File: config.mk
export PLATFORM = sky130hd
export DESIGN_NAME = sram_req_bridge
export DESIGN_NICKNAME = d
export VERILOG_FILES = /design/src/rtl/sram_req_bridge.sv
export SDC_FILE = /design/constraint.sdc
export NUM_CORES = 1
export LEC_CHECK = 0
export ABC_AREA = 0
export CAP_MARGIN = 30
export CELL_PAD_IN_SITES_DETAIL_PLACEMENT = 1
export CELL_PAD_IN_SITES_GLOBAL_PLACEMENT = 1
export CORE_AREA = 5 5 113 115
export CTS_BUF_LIST = sky130_fd_sc_hd__clkbuf_16
export DETAILED_ROUTE_END_ITERATION = 8
export DIE_AREA = 0 0 118 120
export GPL_ROUTABILITY_DRIVEN = 0
export GPL_TIMING_DRIVEN = 0
export PLACE_DENSITY_LB_ADDON = 0.1
export SYNTH_ARGS = -nofsm -noshare
export SYNTH_HDL_FRONTEND = slang
export SYNTH_SLANG_ARGS = --single-unit
File: constraint.sdc
create_clock -name clk -period 4 [get_ports clk]
set_input_delay 0.8 -clock clk [delete_from_list [all_inputs] [get_ports clk]]
set_output_delay 0.8 -clock clk [all_outputs]
set_load 0.05 [all_outputs]
File: src/rtl/sram_req_bridge.sv
// sram_req_bridge: valid/ready request channel to dual-region SRAM strobes with a held response channel
module sram_req_bridge #(
   parameter int                  LEN_ADDR = 32,
   parameter int                  LEN_DATA = 32,
   parameter logic [LEN_ADDR-1:0] R0_BASE  = 32'h8000_0000,
   parameter logic [LEN_ADDR-1:0] R0_SIZE  = 32'h0001_0000,
   parameter logic [LEN_ADDR-1:0] R1_BASE  = 32'h8001_0000,
   parameter logic [LEN_ADDR-1:0] R1_SIZE  = 32'h0001_0000
) (
   input  logic                  clk,
   input  logic                  rst_n,
   input  logic                  req_valid,
   output logic                  req_ready,
   input  logic                  req_write,
   input  logic [LEN_ADDR-1:0]   req_addr,
   input  logic [LEN_DATA-1:0]   req_wdata,
   input  logic [LEN_DATA/8-1:0] req_wstrb,
   output logic                  resp_valid,
   input  logic                  resp_ready,
   output logic [LEN_DATA-1:0]   resp_rdata,
   output logic                  resp_err,
   output logic                  sram_mux,
   output logic [LEN_ADDR-1:0]   sram_addra,
   output logic [LEN_DATA-1:0]   sram_dina,
   output logic                  sram_ena,
   output logic [LEN_DATA/8-1:0] sram_wea,
   input  logic [LEN_DATA-1:0]   sram_douta
);
   localparam int SH = $clog2(LEN_DATA/8);
   // region ends carry one extra bit so base+size at the top of memory never wraps to zero
   localparam logic [LEN_ADDR:0] R0_END = {1'b0, R0_BASE} + {1'b0, R0_SIZE};
   localparam logic [LEN_ADDR:0] R1_END = {1'b0, R1_BASE} + {1'b0, R1_SIZE};
   typedef enum logic [1:0] {IDLE, PEND, HOLD} state_t;
   state_t state, state_nx;
   logic pend_err, pend_wr, hold_err, hit0, hit1, fire;
   logic [LEN_DATA-1:0] hold_rdata, pend_rdata;
   logic [LEN_ADDR:0] addr_x;
   logic [LEN_ADDR-1:0] base;
   assign addr_x = {1'b0, req_addr};
   assign hit0 = (addr_x >= {1'b0, R0_BASE}) && (addr_x < R0_END);
   assign hit1 = (addr_x >= {1'b0, R1_BASE}) && (addr_x < R1_END);
   assign base = hit1 ? R1_BASE : R0_BASE;
   assign req_ready = (state == IDLE) || (state == PEND && resp_ready);
   assign fire = req_valid & req_ready;
   assign sram_mux = hit1;
   assign sram_addra = (req_addr - base) >> SH;
   assign sram_dina = req_wdata;
   assign sram_ena = fire & (hit0 | hit1);
   assign sram_wea = (sram_ena & req_write) ? req_wstrb : '0;
   // SRAM data is only valid in the cycle after the strobe, so PEND bypasses it straight out
   assign pend_rdata = (pend_wr | pend_err) ? '0 : sram_douta;
   assign resp_valid = (state == PEND) || (state == HOLD);
   assign resp_rdata = (state == HOLD) ? hold_rdata : (state == PEND) ? pend_rdata : '0;
   assign resp_err = (state == HOLD) ? hold_err : (state == PEND) ? pend_err : 1'b0;
   // state register
   always_ff @(posedge clk or negedge rst_n) begin
      if (!rst_n) state <= IDLE;
      else state <= state_nx;
   end
   // next state: a stalled PEND response moves into the hold register
   always_comb begin
      state_nx = state;
      case (state)
         IDLE: state_nx = fire ? PEND : IDLE;
         PEND: state_nx = !resp_ready ? HOLD : fire ? PEND : IDLE;
         HOLD: state_nx = resp_ready ? IDLE : HOLD;
         default: state_nx = IDLE;
      endcase
   end
   // per-access attributes on fire, response capture when the consumer stalls in PEND
   always_ff @(posedge clk or negedge rst_n) begin
      if (!rst_n) begin
         pend_err <= 1'b0;
         pend_wr <= 1'b0;
         hold_err <= 1'b0;
         hold_rdata <= '0;
      end else begin
         if (fire) begin
            pend_err <= !(hit0 | hit1);
            pend_wr <= req_write;
         end
         if (state == PEND && !resp_ready) begin
            hold_rdata <= pend_rdata;
            hold_err <= pend_err;
         end
      end
   end
endmodule

# Word level (Yosys, flattened, before mapping)
# Index checks and enable logic that the tools add are counted.
[word_totals]
register_bits = 37
input_bits = 105
[op_classes]
n_addsub = 1
n_lt_le_gt_ge = 4
n_eq_ne = 2
muxes = 11
bitwise_logic = 5
reduce_logical = 9
[ops]
columns = ["op", "count"]
rows = [
  ["32-bit 2-to-1 mux", 3],
  ["32-bit >= comparator (second input constant)", 2],
  ["32-bit < comparator (second input constant)", 2],
  ["32-bit subtractor", 1],
  ["17-bit 2-to-1 mux", 1],
  ["2-bit case mux with 3 select lines", 1],
  ["1-bit logical AND", 4],
  ["2-bit 2-to-1 mux", 2],
  ["4-bit 2-to-1 mux", 1],
  ["1-bit bitwise AND", 3],
  ["1-bit 2-to-1 mux", 3],
  ["2-bit by 1-bit == test with 1-bit output (second input constant)", 1],
  ["2-bit == test (second input constant)", 1],
  ["1-bit logical NOT", 2],
  ["2-bit logical NOT", 1],
  ["1-bit logical OR", 2],
  ["1-bit OR", 2],
]

# Logic depth before layout (Yosys ltp)
# Gate-level depths: netlist (run 1).
[depth]
ltp_word = 7
ltp_mapped = 8

# Worst setup path before layout (run 1)
# Ideal clock, no wire load.
[synth_path]
kind = "input -> output"
start = "in req_addr[22]"
end = "out sram_addra[26]"
arrival_time_ps = 4062
path_slack_ps = -862
stages = 8
path_cell_list = "nor4_4 nand4_4 nor2_1 ha_1 ha_1 nor4b_1 nand4b_1 xnor2_1"
[synth_via]
elab_chain_cells = 4
elab_cells_between_ends = 5
[synth_rtl]
columns = ["item", "line", "rtl"]
rows = [
  ["start: declaration", "15", "input logic [LEN_ADDR-1:0] req_addr,"],
  ["32-bit >= comparator / 32-bit < comparator (equally long branches)", "41", "assign hit1 = (addr_x >= {1'b0, R1_BASE}) && (addr_x < R1_END);"],
  ["1-bit logical AND *", "41", ""],
  ["via sram_mux", "22", "output logic sram_mux,"],
  ["17-bit 2-to-1 mux *", "42", "assign base = hit1 ? R1_BASE : R0_BASE;"],
  ["32-bit subtractor *", "46", "assign sram_addra = (req_addr - base) >> SH;"],
  ["end: declaration", "23", "output logic [LEN_ADDR-1:0] sram_addra,"],
]
# The timed path passes the listed nets; every way through them passes the cells marked *.

# Worst setup path in the final report (run 1)
[layout_path]
start = "in req_addr[27]"
end = "out sram_addra[15]"
[layout_via]
elab_chain_cells = 4
elab_cells_between_ends = 5
[layout_rtl]
columns = ["item", "line"]
rows = [
  ["32-bit >= comparator / 32-bit < comparator (equally long branches)", "41"],
  ["1-bit logical AND *", "41"],
  ["17-bit 2-to-1 mux *", "42"],
  ["32-bit subtractor *", "46"],
]
# Mark *: on every way between the ends. The rest lies on a longest branch, timed or not.

==> results_dict.tcl, run 1 <==
set metrics [dict create \
    status "complete, no violations" \
    die_h_um 120 \
    finalHoldViolCount 0 \
    hold_slack_ns 0.489 \
    drv_cap 0 \
    clkTransAtPathRegs_ns 0.05 \
    ys_seq_elements 37 \
    die_x_um 118 \
    postRouteAntennaNets 0 \
    vias 2536 \
    clk_latency_ns 0.28 \
    p_per_area_nw_per_um2 283 \
    cp_top_family "buffers and inverters" \
    grt_pass1_vias 2748 \
    port_buffers 159 \
    slew_headroom_pct 42.7 \
    period_minus_slack_ns 3.88 \
    drt-total-wl_um 9140 \
    vias_per_cell 4.51 \
    crit_cells 8 \
    hold_class "reg2reg" \
    grt_pass1_wl_um 14300 \
    cts_sinks 37 \
    cp-start-kind "input pin" \
    htree_levels 2 \
    async_flop_share_pct 100 \
    r2r_cells 7 \
    io_pins 210 \
    critPathMaxFanout 3 \
    globalRouteTotalUtil_pct 12.1 \
    drv_slew 0 \
    core_um2 11700 \
    place_ws_ns -1.26 \
    drt-pass1-iter-count 5 \
    drtIter0Drc 117 \
    antenna_found_initial 0 \
    timing.fmax_mhz 258 \
    ys_warn_count 0 \
    drc 0 \
    min_path_cells 2 \
    synth_cell_type_count 31 \
    ir_drop_mv 0.151 \
    synth-edff-count 0 \
    synth_ff_type "dfrtp_1" \
    p_leak_nw 2.04 \
    num_antenna_cells 0 \
    setup_ws_ns 0.125 \
    synth-seq-area-share_pct 37.4 \
    row_count 40 \
    clockBufferDepth 2 \
    critPathMaxStageDelay_ns 0.83 \
    cp_cell_sequence "dlygate4sd2_1 -> nor4_4 -> nand3_1 -> nor2_4 -> ha_1 -> ha_2 -> inv_1 -> clkdlybuf4s50_1" \
    crit_slowest_cell "clkdlybuf4s50_1" \
    clock_skew_ns 0.00406 \
    nNetsFinal 525 \
    rsz0062_at_grt "yes" \
    tightest_slew_ns 0.860 \
    crit_type "in2out" \
    avgRoutedWirePerCell_um 16.3 \
    total_power_mw 1.30 \
    layout-drive-gt1-share_pct 24.6 \
    cts_buffers 5 \
    min_period_over_period_pct 96.9 \
    required_ns 3.20 \
    syn_area_um2 2480 \
    cp_num_buf_inv 3 \
    dieArea_um2 14200 \
    syn_inst 243 \
    hpwl_um 7320 \
    cts_root_buffer "clkbuf_16" \
    cts_tree "built" \
    overflow 0 \
    hold_buffers 0 \
    avgSynthCellArea_um2 10.2 \
    start_util_pct 21.2 \
    endpoint_kind "output port" \
    synthToLayoutAreaGrowth_pct 86.1 \
    worstPathArrival_ns 3.08 \
    setup_viol 0 \
    grt_max_degree 38 \
]
worst min-delay path, stage by stage (launching register included):
cell and delay, ns:
dfrtp_1 0.34, nand2_1 0.04, o21ai_0 0.07
final timing paths:
path                                 startpoint                         end  slack (ns)
min in group asynchronous                 rst_n  hold_rdata[12]$_DFFE_PN0P_        0.64
min reg2reg                hold_err$_DFFE_PN0P_        hold_err$_DFFE_PN0P_        0.49
max in group asynchronous                 rst_n   hold_rdata[4]$_DFFE_PN0P_        2.83
min                        hold_err$_DFFE_PN0P_        hold_err$_DFFE_PN0P_        0.49
max                                req_addr[27]              sram_addra[15]        0.12
max reg2reg                  state[1]$_DFF_PN0_  hold_rdata[22]$_DFFE_PN0P_        2.12
metal layers:
metal / vias up / share of wire (%) / global-route usage [%]
met1: 1246 / 41 / 14.9
met2: 113 / 51 / 20.7
met3: 2 / 7.9 / 4.24
met5: - / 0 / 0
li1: 1175 / - / -
met4: 0 / 0.37 / 1.94
synth_stat cells (2+ instances only):
master / count / share of area, %
a22o_1: 64 / 23
buf_2: 6 / 1.2
buf_4: 48 / 15
clkbuf_1: 8 / 1.2
dfrtp_1: 37 / 37
ha_1: 6 / 3.0
inv_1: 7 / 1.1
nand2_1: 10 / 1.5
nand2b_1: 2 / 0.50
nand3_1: 2 / 0.40
nand4_1: 4 / 1.0
nand4b_1: 2 / 0.71
nor2_1: 11 / 1.7
nor3_1: 5 / 1.0
nor4_1: 2 / 0.50
o21ai_0: 2 / 0.40
xnor2_1: 8 / 2.8
xor2_1: 6 / 2.1
kinds of logic after synthesis:
group	after synthesis	synth area share, %
XOR/XNOR	14	4.95
multiplexers	1	0.455
AND/OR/NAND/NOR	47	12.3
adder cells (fa/ha/maj)	6	3.03
flip-flops	37	37.4
buffers and inverters	69	18.0
other	1	0.151
AO/OA/AOI/OAI	68	23.7
metrics by stage:
stage               cell area, um^2  setup TNS (ns)  utilization, %  std cells
CTS                            4600         -0.0423            39.3        562
detailed placement             4370          -15.36            37.4        550
global placement               4380          -14.98            37.4        550
global route                   4610        -0.00592            39.4        562
finish                         4610               0            39.4        562
floorplan                      2600               0               -        244
flip-flops by register name, summed over array words and instances (netlist names):
name and cells:
hold_err 1, hold_rdata 32, pend_err 1, pend_wr 1
state 2
area by class of cell:
type | count | area (um^2)
Buffer | 62 | 420
Fill cell | 1331 | 7100
Sequential cell | 37 | 926
Multi-Input combinational cell | 138 | 1280
Tap cell | 147 | 184
Timing Repair Buffer | 163 | 1610
Inverter | 7 | 26.3
Clock inverter | 3 | 41.3
Clock buffer | 5 | 125
where the power goes:
part | switching, mW | total (mW) | internal (mW)
clock network | 0.149 | 0.440 | 0.292
logic | 0.288 | 0.465 | 0.177
registers | 0.0113 | 0.398 | 0.387
total | 0.448 | 1.30 | 0.855
timing repair:
action	CTS	global route
resized for setup	63	10
setup buffers	4	0
setup endpoints to repair	22	12
pin swaps	4	4
placed cells by master (no fill, tap or decap), types with 7 or more instances in the layout:
| cell | instances |
|---|---|
| a22o_1 | 64 |
| buf_2 | 8 |
| buf_4 | 53 |
| clkbuf_1 | 8 |
| clkdlybuf4s15_2 | 7 |
| clkdlybuf4s50_1 | 131 |
| dfrtp_1 | 37 |
| dlygate4sd2_1 | 11 |
| inv_1 | 7 |
| nand2_1 | 10 |
| nor2_1 | 7 |
(Power assumes the default switching activity.)
==> run 2: changes to the inputs <==
Settings changed: SETUP_SLACK_MARGIN set to 0.4.
==> run 2 against run 1 <==
  * Sequential power barely moved
  * Count of clock-buffer cells in the layout did not move
  * Worst setup slack better by 0.30 ns
  * Critical path depth grew 2
  * Register-to-register slack is essentially flat
  * Wire length down 1.1%
  * First-iteration DRC count down 18%
  * Critical path type unchanged
  * Highest routed layer unchanged
==> results_dict.tcl, run 2 (same netlist as run 1, synthesis figures left out) <==
set metrics [dict create \
    status "complete, no violations" \
    finalHoldViolCount 0 \
    drv_cap 0 \
    cp_top_family "simple AND/OR/NAND/NOR gates" \
    reg.largest.list "hold_rdata x32, state x2" \
    hold_slack_ns 0.484 \
    hpwl_um 7220 \
    tightest_slew_ns 0.525 \
    cts_root_buffer "clkbuf_16" \
    layout-drive-gt1-share_pct 37.9 \
    clkTransAtPathRegs_ns 0.06 \
    row_count 40 \
    switchingPower_mw 0.449 \
    drc 0 \
    crit_type "in2out" \
    cts_sinks 37 \
    cp_num_buf_inv 2 \
    nNetsFinal 535 \
    num-fill-cells 1328 \
    top_layer_used "met4" \
    cp-start-kind "input pin" \
    clkPwrFrac_pct 33.1 \
    seqPwrFrac_pct 30.3 \
    setup_viol 0 \
    port_buffers 159 \
    internal_power_mw 0.863 \
    rsz0062_at_grt "yes" \
    vias 2514 \
    worstPathArrival_ns 2.77 \
    final_common_cell "clkdlybuf4s50_1" \
    met1Wirelength_um 3770 \
    dr_wl_met3_um 674 \
    largest_register "hold_rdata" \
    drt-pass1-iter-count 4 \
    clk_latency_ns 0.28 \
    postRouteAntennaNets 0 \
    crit_slowest_cell "clkdlybuf4s15_2" \
    dr_wl_met2_um 4540 \
    clockBufferDepth 2 \
    clock_skew_ns 0.00523 \
    grt_max_degree 38 \
    grt_pass1_wl_um 14400 \
    synthToLayoutAreaGrowth_pct 90.6 \
    critPathMaxFanout 5 \
    largest_reg_flops 32 \
    slew_headroom_pct 64.9 \
    critPathMaxStageDelay_ns 0.31 \
    p_per_area_nw_per_um2 278 \
    globalRouteTotalUtil_pct 12.2 \
    num_antenna_cells 0 \
    min_period_over_period_pct 89.3 \
    drv_slew 0 \
    p_leak_nw 2.23 \
    core_um2 11700 \
    cts_tree "built" \
    postLayoutCoreUtil_pct 40.3 \
    start_util_pct 21.2 \
    cp_cell_sequence "clkdlybuf4s15_2 -> nor2_4 -> nand4_4 -> nor2_4 -> ha_4 -> ha_4 -> nor4b_4 -> nand4b_1 -> xnor2_4 -> buf_8" \
    htree_levels 2 \
    vias_per_cell 4.40 \
    antenna_found_initial 0 \
    p_sw_share_pct 34.2 \
    avgRoutedWirePerCell_um 15.8 \
    overflow 0 \
    timing.fmax_mhz 280 \
    grt_pass1_vias 2816 \
    dieArea_um2 14200 \
    layout_common_cells "clkdlybuf4s50_1 (89), buf_4 (67), a22o_1 (64)" \
    ir_drop_mv 0.145 \
    endpoint_kind "output port" \
    required_ns 3.20 \
    io_pins 210 \
    die_x_um 118 \
    drtIter0Drc 96 \
    period_minus_slack_ns 3.57 \
    die_h_um 120 \
    drt-total-wl_um 9040 \
    power_frac_comb_pct 36.5 \
    cts_buffers 5 \
    hold_class "reg2reg" \
]
run 2: layout make-up:
type | instances | area [um^2] | area share, %
inverter | 7 | 26.3 | 0.556
timing repair buffer | 173 | 1550 | 32.8
multi-input combinational | 138 | 1450 | 30.8
sequential | 37 | 926 | 19.6
clock inverter | 3 | 37.5 | 0.795
buffer | 62 | 420 | 8.90
tap | 147 | 184 | 3.90
clock buffer | 5 | 125 | 2.65
run 2: what timing repair did:
action,4_1_cts,5_1_grt
gates cloned,0,0
pin swaps,16,13
buffers inserted,10,3
hold buffers,0,0
resized for setup,169,83
endpoints found under the setup margin,53,46
run 2: final timing paths:
kind                                       from                          to  slack, ns  cells past startpoint
min reg2reg                hold_err$_DFFE_PN0P_        hold_err$_DFFE_PN0P_       0.48                      2
max in group asynchronous                 rst_n          state[0]$_DFF_PN0_       3.31                      2
max                                req_addr[23]              sram_addra[26]       0.43                     10
min in group asynchronous                 rst_n  hold_rdata[11]$_DFFE_PN0P_       0.50                      2
max reg2reg                  state[1]$_DFF_PN0_  hold_rdata[10]$_DFFE_PN0P_       2.11                      7
min                        hold_err$_DFFE_PN0P_        hold_err$_DFFE_PN0P_       0.48                      2
run 2: tightest hold or removal path: cells and delay by family, from the launching register on:
family,cells,cell delay [ns]
compound gates,1,0.06
flops,1,0.34
simple gates,1,0.04
run 2: power by group through the flow:
| stage | combinational [mW] | clock, mW | sequential (mW) |
|---|---|---|---|
| finish | 0.479 | 0.435 | 0.398 |
| global route | 0.510 | 0.463 | 0.400 |
| floorplan | 0.286 | 0 | 0.403 |
| CTS | 0.484 | 0.449 | 0.398 |
| detailed placement | 0.483 | 0 | 0.405 |
| global placement | 0.479 | 0 | 0.404 |
run 2: layer usage:
metal / up-vias / GRT usage [%]
met5: - / 0
met4: 0 / 2.58
met3: 6 / 3.91
met2: 114 / 21.4
met1: 1200 / 14.6
li1: 1194 / -
run 2: through the flow:
stage	TNS [ns]	std cells	setup WS [ns]	area (um^2)	total power, mW
2_1_floorplan	0	244	0.156	2800	0.689
3_3_place_gp	-16.32	550	-1.20	4570	0.883
3_5_place_dp	-16.46	551	-1.20	4590	0.888
4_1_cts	0	569	0.394	4790	1.33
5_1_grt	0	572	0.324	4720	1.37
6_report	0	572	0.426	4720	1.31
==> run 3: changes to the inputs <==
--- a/constraint.sdc
+++ b/constraint.sdc
@@ -3,2 +3,2 @@
 set_output_delay 0.8 -clock clk [all_outputs]
-set_load 0.05 [all_outputs]
+set_load 0.02 [all_outputs]
==> run 3 against run 2 <==
  * Sequential power hardly changed
  * Cell area is 3.2% lower
  * Wire length is 3.8% higher
  * Count of clock-buffer cells in the layout did not move
  * Fmax up 1.7%
  * Power is 7.6% lower
==> results_dict.tcl, run 3 (same netlist as run 1, synthesis figures left out) <==
set metrics [dict create \
    overflow 0 \
    hpwl_um 7380 \
    avgRoutedWirePerCell_um 16.5 \
    row_count 40 \
    nNetsFinal 532 \
    vias 2529 \
    p_leak_nw 2.02 \
    grt_max_degree 33 \
    port_buffers 159 \
    cts_tree "built" \
    endpoint_kind "output port" \
    layout-drive-gt1-share_pct 27.0 \
    synthToLayoutAreaGrowth_pct 84.6 \
    min_period_over_period_pct 87.8 \
    clkTransAtPathRegs_ns 0.06 \
    setup_viol 0 \
    core_um2 11700 \
    htree_levels 2 \
    hold_class "in2async" \
    period_minus_slack_ns 3.51 \
    antenna_found_initial 0 \
    p_per_area_nw_per_um2 265 \
    r2r_start "state[1]$_DFF_PN0_" \
    critPathMaxFanout 3 \
    rsz0062_at_grt "no" \
    reg.largest.list "hold_rdata x32, state x2" \
    grt_pass1_vias 2785 \
    final_common_cell "clkdlybuf4s50_1" \
    clock_skew_ns 0.00271 \
    num_antenna_cells 0 \
    total_power_mw 1.21 \
    globalRouteTotalUtil_pct 12.6 \
    cts_sinks 37 \
    status "complete, no violations" \
    drt-pass1-iter-count 4 \
    grt_pass1_wl_um 14900 \
    largest_reg_flops 32 \
    crit_start "req_addr[21]" \
    clockBufferDepth 2 \
    largest_register "hold_rdata" \
    r2r_setup_slack_ns 2.06 \
    ir_drop_mv 0.171 \
    cts_buffers 5 \
    crit_type "in2out" \
    vias_per_cell 4.44 \
    clk_latency_ns 0.28 \
    finalHoldViolCount 0 \
    timing.rr.end "hold_rdata[10]$_DFFE_PN0P_" \
    fin_cells 569 \
    drc 0 \
    postRouteAntennaNets 0 \
    dp_cells 551 \
    cts_root_buffer "clkbuf_16" \
    layout_common_cells "clkdlybuf4s50_1 (129), a22o_1 (64), buf_4 (61)" \
    drt-total-wl_um 9380 \
    required_ns 3.20 \
    drtIter0Drc 106 \
    drv_slew 0 \
    die_x_um 118 \
    worstPathArrival_ns 2.71 \
    die_h_um 120 \
    dieArea_um2 14200 \
    num-fill-cells 1332 \
    timing.fmax_mhz 285 \
    endpoint "sram_addra[28]" \
    hold_slack_ns 0.354 \
    r2r_cells 7 \
    start_util_pct 21.2 \
    cp-start-kind "input pin" \
    drv_cap 0 \
    io_pins 210 \
]
[run 3: cell count changes in the layout (fill, tap and decap cells not counted), moves of 4 or more]
cell             change
clkdlybuf4s50_1     +40
clkbuf_2            -21
xnor2_4              -8
buf_4                -6
xnor2_1              +5
xor2_1               +5
dlymetal6s2s_1       -4
xor2_4               -4
[run 3: through the flow]
stage	worst slack [ns]	cell area [um^2]	utilization, %	setup TNS, ns
final	0.487	4570	39.0	0
after global routing	0.369	4570	39.0	0
after CTS	0.401	4550	38.9	0
after detailed placement	-1.00	4310	36.8	-11.13
after global placement	-0.964	4290	36.7	-10.83
after floorplan	0.401	2520	-	0
[run 3: how the worst min path moves through the flow]
stage / start / endpoint / slack, ns / cells past startpoint
global route: rst_n / hold_rdata[13]$_DFFE_PN0P_ / 0.36 / 1
CTS: rst_n / hold_rdata[13]$_DFFE_PN0P_ / 0.36 / 1
detailed placement: hold_err$_DFFE_PN0P_ / hold_err$_DFFE_PN0P_ / 0.48 / 2
finish: rst_n / hold_rdata[6]$_DFFE_PN0P_ / 0.35 / 1
floorplan: hold_err$_DFFE_PN0P_ / hold_err$_DFFE_PN0P_ / 0.45 / 2
global placement: hold_err$_DFFE_PN0P_ / hold_err$_DFFE_PN0P_ / 0.47 / 2
[run 3: cell type report]
class	count	area, um^2	share of cell area, %
timing repair buffer	170	1620	35.4
multi-input combinational	138	1220	26.6
sequential	37	926	20.2
buffer	62	430	9.41
tap	147	184	4.02
clock buffer	5	125	2.74
clock inverter	3	46.3	1.01
inverter	7	26.3	0.575
[run 3: where the power goes]
| part | switching, mW | internal (mW) |
|---|---|---|
| Clock | 0.159 | 0.295 |
| Sequential | 0.0121 | 0.387 |
| Combinational | 0.184 | 0.175 |
[run 3: what timing repair did]
item | 4_1_cts | 5_1_grt
setup buffers | 5 | 5
endpoints found under the hold margin | 0 | 0
hold buffers | 0 | 0
pin swaps | 13 | 12
endpoints found under the setup margin | 33 | 45
resized for setup | 76 | 31
[run 3: routing by layer]
layer,vias up,wire [um],track usage (%)
met4,0,89,3.44
met2,110,4630,21.6
met1,1223,3920,15.2
li1,1192,-,-
met3,4,733,4.10
met5,-,0,0
[run 3: critical path, cell delays in order]
cell	delay, ns
buf_2	0.13
nor4_4	0.36
nand4_4	0.16
nor2_4	0.13
ha_4	0.15
ha_4	0.14
nor4b_4	0.27
nand4b_1	0.21
xnor2_2	0.21
buf_6	0.14
